[config.mk]
export PLATFORM = sky130hd
export DESIGN_NAME = systolic_edge_feeder
export DESIGN_NICKNAME = d
export VERILOG_FILES = /design/src/rtl/systolic_edge_feeder.sv
export SDC_FILE = /design/constraint.sdc
export NUM_CORES = 1
export LEC_CHECK = 0
export ABC_AREA = 1
export CORE_MARGIN = 4
export CORE_UTILIZATION = 58
export CTS_BUF_LIST = sky130_fd_sc_hd__clkbuf_16
export DETAILED_ROUTE_END_ITERATION = 10
export PLACE_DENSITY_LB_ADDON = 0.1
export SLEW_MARGIN = 5
export SYNTH_ARGS = -nofsm -noshare
export SYNTH_HDL_FRONTEND = slang
export SYNTH_SLANG_ARGS = --single-unit
[constraint.sdc]
create_clock -name clk -period 8.9 [get_ports clk]
set_input_delay 2.225 -clock clk [delete_from_list [all_inputs] [get_ports clk]]
set_output_delay 2.225 -clock clk [all_outputs]
set_load 0.05 [all_outputs]
[src/rtl/systolic_edge_feeder.sv]
// systolic_edge_feeder: buffers a weight tile, pushes it down the top edge, then streams skewed activations onto the left edge (macro SYSTOLIC_FEEDER_STALL_CNT_EN adds a stall counter; ports: clk/rst, start+count, weight and activation ready/valid inputs, mode/top/left edge drives, busy/done/stall status)
module systolic_edge_feeder #(
  parameter int ROWS = 4,
  parameter int COLS = 4,
  parameter int MUL_BW = 16,
  parameter int ADD_BW = 32,
  parameter int CNT_BW = 16
) (
  input  logic                     clk,
  input  logic                     rst,
  input  logic                     i_start,
  input  logic [CNT_BW-1:0]        i_num_vec,
  input  logic                     i_w_valid,
  output logic                     o_w_ready,
  input  logic [COLS*MUL_BW-1:0]   i_w_data,
  input  logic                     i_a_valid,
  output logic                     o_a_ready,
  input  logic [ROWS*MUL_BW-1:0]   i_a_data,
  output logic                     o_mode,
  output logic [COLS*ADD_BW-1:0]   o_top,
  output logic [ROWS*MUL_BW-1:0]   o_left,
  output logic                     o_busy,
  output logic                     o_done,
  output logic [31:0]              o_stall_cnt
);
  localparam int IW = $clog2(ROWS);
  localparam int CW = IW + 1;
  localparam int DW = $clog2(ROWS + COLS) + 1;
  typedef enum logic [2:0] {IDLE, WFILL, WPUSH, STREAM, DRAIN, DONE} state_t;
  state_t state;
  logic [CNT_BW-1:0] nv, vcnt;
  logic [CW-1:0] wcnt, pcnt;
  logic [DW-1:0] dcnt;
  logic [IW-1:0] pidx;
  logic [COLS*MUL_BW-1:0] wbuf [ROWS];
  logic [ROWS*MUL_BW-1:0] in_reg;
  logic accept, last, shift;
  function automatic logic [COLS*ADD_BW-1:0] widen(input logic [COLS*MUL_BW-1:0] w);
    logic [COLS*ADD_BW-1:0] r;
    r = '0;
    for (int c = 0; c < COLS; c++) r[c*ADD_BW +: ADD_BW] = ADD_BW'(w[c*MUL_BW +: MUL_BW]);
    return r;
  endfunction
  assign accept = i_a_valid && o_a_ready;
  assign last = accept && (vcnt + CNT_BW'(1) == nv);
  assign shift = (state == STREAM) || (state == DRAIN);
  // entry feeding the next push cycle; the newest entry goes out first so entry k lands in row k
  assign pidx = IW'(CW'(ROWS - 2) - pcnt);
  always_ff @(posedge clk) begin
    if (rst) begin
      state <= IDLE;
      nv <= '0;
      vcnt <= '0;
      wcnt <= '0;
      pcnt <= '0;
      dcnt <= '0;
      in_reg <= '0;
      o_mode <= 1'b0;
      o_top <= '0;
      o_busy <= 1'b0;
      o_done <= 1'b0;
      o_w_ready <= 1'b0;
      o_a_ready <= 1'b0;
      for (int k = 0; k < ROWS; k++) wbuf[k] <= '0;
    end else begin
      case (state)
        IDLE: if (i_start) begin
          state <= WFILL;
          nv <= i_num_vec;
          wcnt <= '0;
          o_w_ready <= 1'b1;
          o_busy <= 1'b1;
        end
        WFILL: if (i_w_valid) begin
          wbuf[wcnt[IW-1:0]] <= i_w_data;
          wcnt <= wcnt + CW'(1);
          if (wcnt == CW'(ROWS - 1)) begin
            state <= WPUSH;
            o_w_ready <= 1'b0;
            pcnt <= '0;
            o_top <= widen(i_w_data);
          end
        end
        WPUSH: begin
          pcnt <= pcnt + CW'(1);
          if (pcnt == CW'(ROWS - 1)) begin
            o_top <= '0;
            o_mode <= 1'b1;
            vcnt <= '0;
            dcnt <= '0;
            state <= (nv == '0) ? DRAIN : STREAM;
            o_a_ready <= (nv != '0);
          end else o_top <= widen(wbuf[pidx]);
        end
        STREAM: begin
          in_reg <= accept ? i_a_data : '0;
          if (accept) vcnt <= (&vcnt) ? vcnt : vcnt + CNT_BW'(1);
          if (last) begin
            state <= DRAIN;
            o_a_ready <= 1'b0;
          end
        end
        DRAIN: begin
          in_reg <= '0;
          dcnt <= dcnt + DW'(1);
          if (dcnt == DW'(ROWS + COLS - 2)) begin
            state <= DONE;
            o_done <= 1'b1;
          end
        end
        DONE: begin
          state <= IDLE;
          o_done <= 1'b0;
          o_mode <= 1'b0;
          o_busy <= 1'b0;
        end
        default: state <= IDLE;
      endcase
    end
  end
  assign o_left[0 +: MUL_BW] = in_reg[0 +: MUL_BW];
  for (genvar r = 1; r < ROWS; r++) begin : g_lane
    logic [MUL_BW-1:0] sr [r];
    always_ff @(posedge clk) begin
      if (rst) begin
        for (int k = 0; k < r; k++) sr[k] <= '0;
      end else if (shift) begin
        sr[0] <= in_reg[r*MUL_BW +: MUL_BW];
        for (int k = 1; k < r; k++) sr[k] <= sr[k-1];
      end
    end
    assign o_left[r*MUL_BW +: MUL_BW] = sr[r-1];
  end
`ifdef SYSTOLIC_FEEDER_STALL_CNT_EN
  logic [31:0] stall;
  always_ff @(posedge clk) begin
    if (rst || (state == IDLE && i_start)) stall <= '0;
    else if (state == STREAM && o_a_ready && !i_a_valid && !(&stall)) stall <= stall + 32'd1;
  end
  assign o_stall_cnt = stall;
`else
  assign o_stall_cnt = '0;
`endif
endmodule

==> results.toml <==
[die]
ioPinCount = 378
rows = 72
die_w_um = 207.9
coreArea_mm2 = 0.03910
dieHeight_um = 207.9
floorplan.initialDensity_pct = 59.28
die_area_mm2 = 0.04322

[worst_setup_path]
crit_chain = "clkdlybuf4s50_1 -> inv_1 -> nor2_1 -> inv_2 -> nor2_2 -> inv_2 -> buf_4 -> nor2_2 -> nand2_2 -> buf_4 -> nand2_4"
crit_type = "in -> reg"
critical_path_required_ns = 8.99
cp_max_fo = 67
critPathCaptureType = "register"
slowest_stage = "nand2_4"
worstSetupStartpointType = "primary input"
cpPeakStageDelay_ns = 0.77
cp.arrival_ns = 5.33

[pwr]
peakVddDrop_mv = 0.1690
p_sw_mw = 2.424
switching_share_pct = 34.41
pwr-share-comb_pct = 27.6
p_leak_nw = 10.24
p_clk_share_pct = 29.0
p_seq_share_pct = 43.4
power.density_mw_per_mm2 = 260.2
fin_total_pwr_mw = 7.043
power.internal_mw = 4.619

[timing]
finalMaxSlewViolations = 0
finClkSkew_ns = 0.01574
hold_viol = 0
rsz0062_at_grt = "false"
clock.fmax_mhz = 191.0
period_share_pct = 58.81
max_slew_margin_pct = 30.84
period_minus_slack_ns = 5.234
tightestPinTransition_ns = 1.037
setup-tns-final_ns = 0
holdWs_ns = 0.4592
setup_viol = 0

[clocking]
cts_tree = "yes"
cts_root_buf = "clkbuf_16"
clockBufferDepth = 3
post_cts_resized = 0
cts_inserted_buffers = 53
clock_sinks = 530
clk_latency_ns = 0.59
htree_levels = 2
path_clk_slew_ns = 0.06
cts_hold_buffers = 0
postCtsSetupBuffers = 0

[run]
max_cap_violations = 0

[synth]
synthTopCellsByArea = "edfxtp_1, dfxtp_1, nor2_1"
ys.flop_type = "edfxtp_1"
ys_seq_elements = 530
synth_edf_count = 352
yosysTopAreaCell = "edfxtp_1"
synth_cells = 2388
seq_area_frac_synth_pct = 60.98
avgSynthCellArea_um2 = 9.706
ys_warn_count = 0
synth-async-reset-ratio_pct = 0
syn-cell-area_mm2 = 0.02318
synth.distinct_cells = 39
synth_top_cell_area_share_pct = 45.60

[layout]
syn2layout_area_growth_pct = 16.76
regMostFlops = "wbuf"
n_fill_cell = 2976
nNetsFinal = 2693
final_area_mm2 = 0.02706
largest_register_ffs = 256
drive_gt1_share_pct = 5.192
reg_top3 = "wbuf: 256 flops, g_lane.sr: 96 flops"
diodes = 0
final_core_util_pct = 69.22

[place]
place_area_mm2 = 0.02548
routabilityCongestion = 0.8477
place.detailed.hpwl_mm = 34.17
portBuffers = 281

[run_status]
status = "finished clean"

[min_path]
min_path_type = "reg -> reg"

[drt]
via_per_inst = 5.556
ant_nets = 0
drtIter0Drc = 1465
vias = 17220
drt-pass1-iter-count = 6
drt-total-wl_mm = 56.43
routedWlPerCell_um = 18.21
post-route-drc-count = 0

[grt]
grt-ovfl-total = 0
grt_pass1_wl_mm = 89.22
antenna_found_initial = 0
grt_max_degree = 97
grt_usage_pct = 25.11
grt_pass1_vias = 16760
Yosys cell counts (2+ instances only):
library cell,n
clkbuf_1,102
o21ai_0,134
nand3_1,102
buf_2,35
a21oi_1,132
nor2_2,8
nor2_1,570
a221oi_1,64
nand4_1,14
inv_1,211
buf_1,12
nand2_2,5
a211oi_1,2
nand2_4,2
ha_1,7
nor2_4,4
inv_2,3
edfxtp_1,352
nor3_1,68
o32ai_1,64
or2_2,5
nand2_1,150
dfxtp_1,178
buf_4,149
cell families (layout without fill, tap and decap cells):
logic type | count (synthesis) | in the layout | synth area share, %
AOI/OAI and AO/OA | 399 | 399 | 10.75
adders and majority gates | 7 | 7 | 0.3779
and+or+nand+nor | 933 | 933 | 16.72
other | 1 | 96 | 0.01618
DFF | 530 | 530 | 60.98
buffers and inverters | 515 | 613 | 10.98
xor gates and xnor gates | 3 | 3 | 0.1727
path summary, 6_finish.rpt:
check                                              from                         to  slack (ns)  cells past startpoint
worst min register to register  in_reg[14]$_SDFFE_PP0P_    in_reg[14]$_SDFFE_PP0P_        0.46                      2
worst max register to register    state[2]$_SDFFE_PP0P_  wbuf[1][35]$_SDFFCE_PN0P_        5.19                     11
worst max-delay path                          i_w_valid  wbuf[1][35]$_SDFFCE_PN0P_        3.67                     11
worst min-delay path            in_reg[14]$_SDFFE_PP0P_    in_reg[14]$_SDFFE_PP0P_        0.46                      2
cell usage in the layout (no fill, tap or decap), types with 68 or more instances in the layout:
cell type,netlist,layout
inv_1,211,227
nor3_1,68,68
conb_1,1,96
nand2_1,150,139
nand3_1,102,101
o21ai_0,134,134
nor2_1,570,568
edfxtp_1,352,352
clkdlybuf4s50_1,0,280
dfxtp_1,178,177
a21oi_1,132,132
worst max-delay path: cells and delay by family:
kind | cells | cell delay, ns
buffers and inverters | 6 | 1.95
and+or+nand+nor | 5 | 1.10
layout make-up:
class                           instances  area [um^2]  area share, %
Inverter                              216        814.5          3.010
Tap cell                              518        648.1          2.395
Clock buffer                           53         1326          4.901
Multi-Input combinational cell       1438         6947          25.67
Clock inverter                         46        252.7         0.9339
Timing Repair Buffer                  298         2938          10.86
Sequential cell                       530        14140          52.24
power groups by stage:
stage / combinational [mW] / clock (mW) / sequential [mW]
floorplan: 1.11 / 0 / 3.38
global placement: 1.92 / 0 / 3.10
detailed placement: 1.94 / 0 / 3.10
CTS: 1.95 / 2.08 / 3.05
global route: 2.09 / 2.18 / 3.08
finish: 1.95 / 2.04 / 3.05
routing by layer:
| layer | vias to the layer above | part of all wire, % | wire [um] | GRT usage [%] |
|---|---|---|---|---|
| met4 | 0 | 2.1 | 1200 | 7.520 |
| li1 | 8161 | - | - | - |
| met2 | 673 | 50 | 28000 | 43.48 |
| met3 | 91 | 7.1 | 4015 | 3.977 |
| met1 | 8294 | 41 | 23210 | 32.95 |
| met5 | - | 0 | 0 | 0 |
through the flow:
step / setup slack [ns] / cells
final: 3.666 / 3099
after global routing: 3.419 / 3099
after CTS: 3.682 / 3099
after detailed placement: 3.076 / 3000
after global placement: 3.070 / 3000
after floorplan: 3.966 / 2483
(Power assumes the default switching activity.)
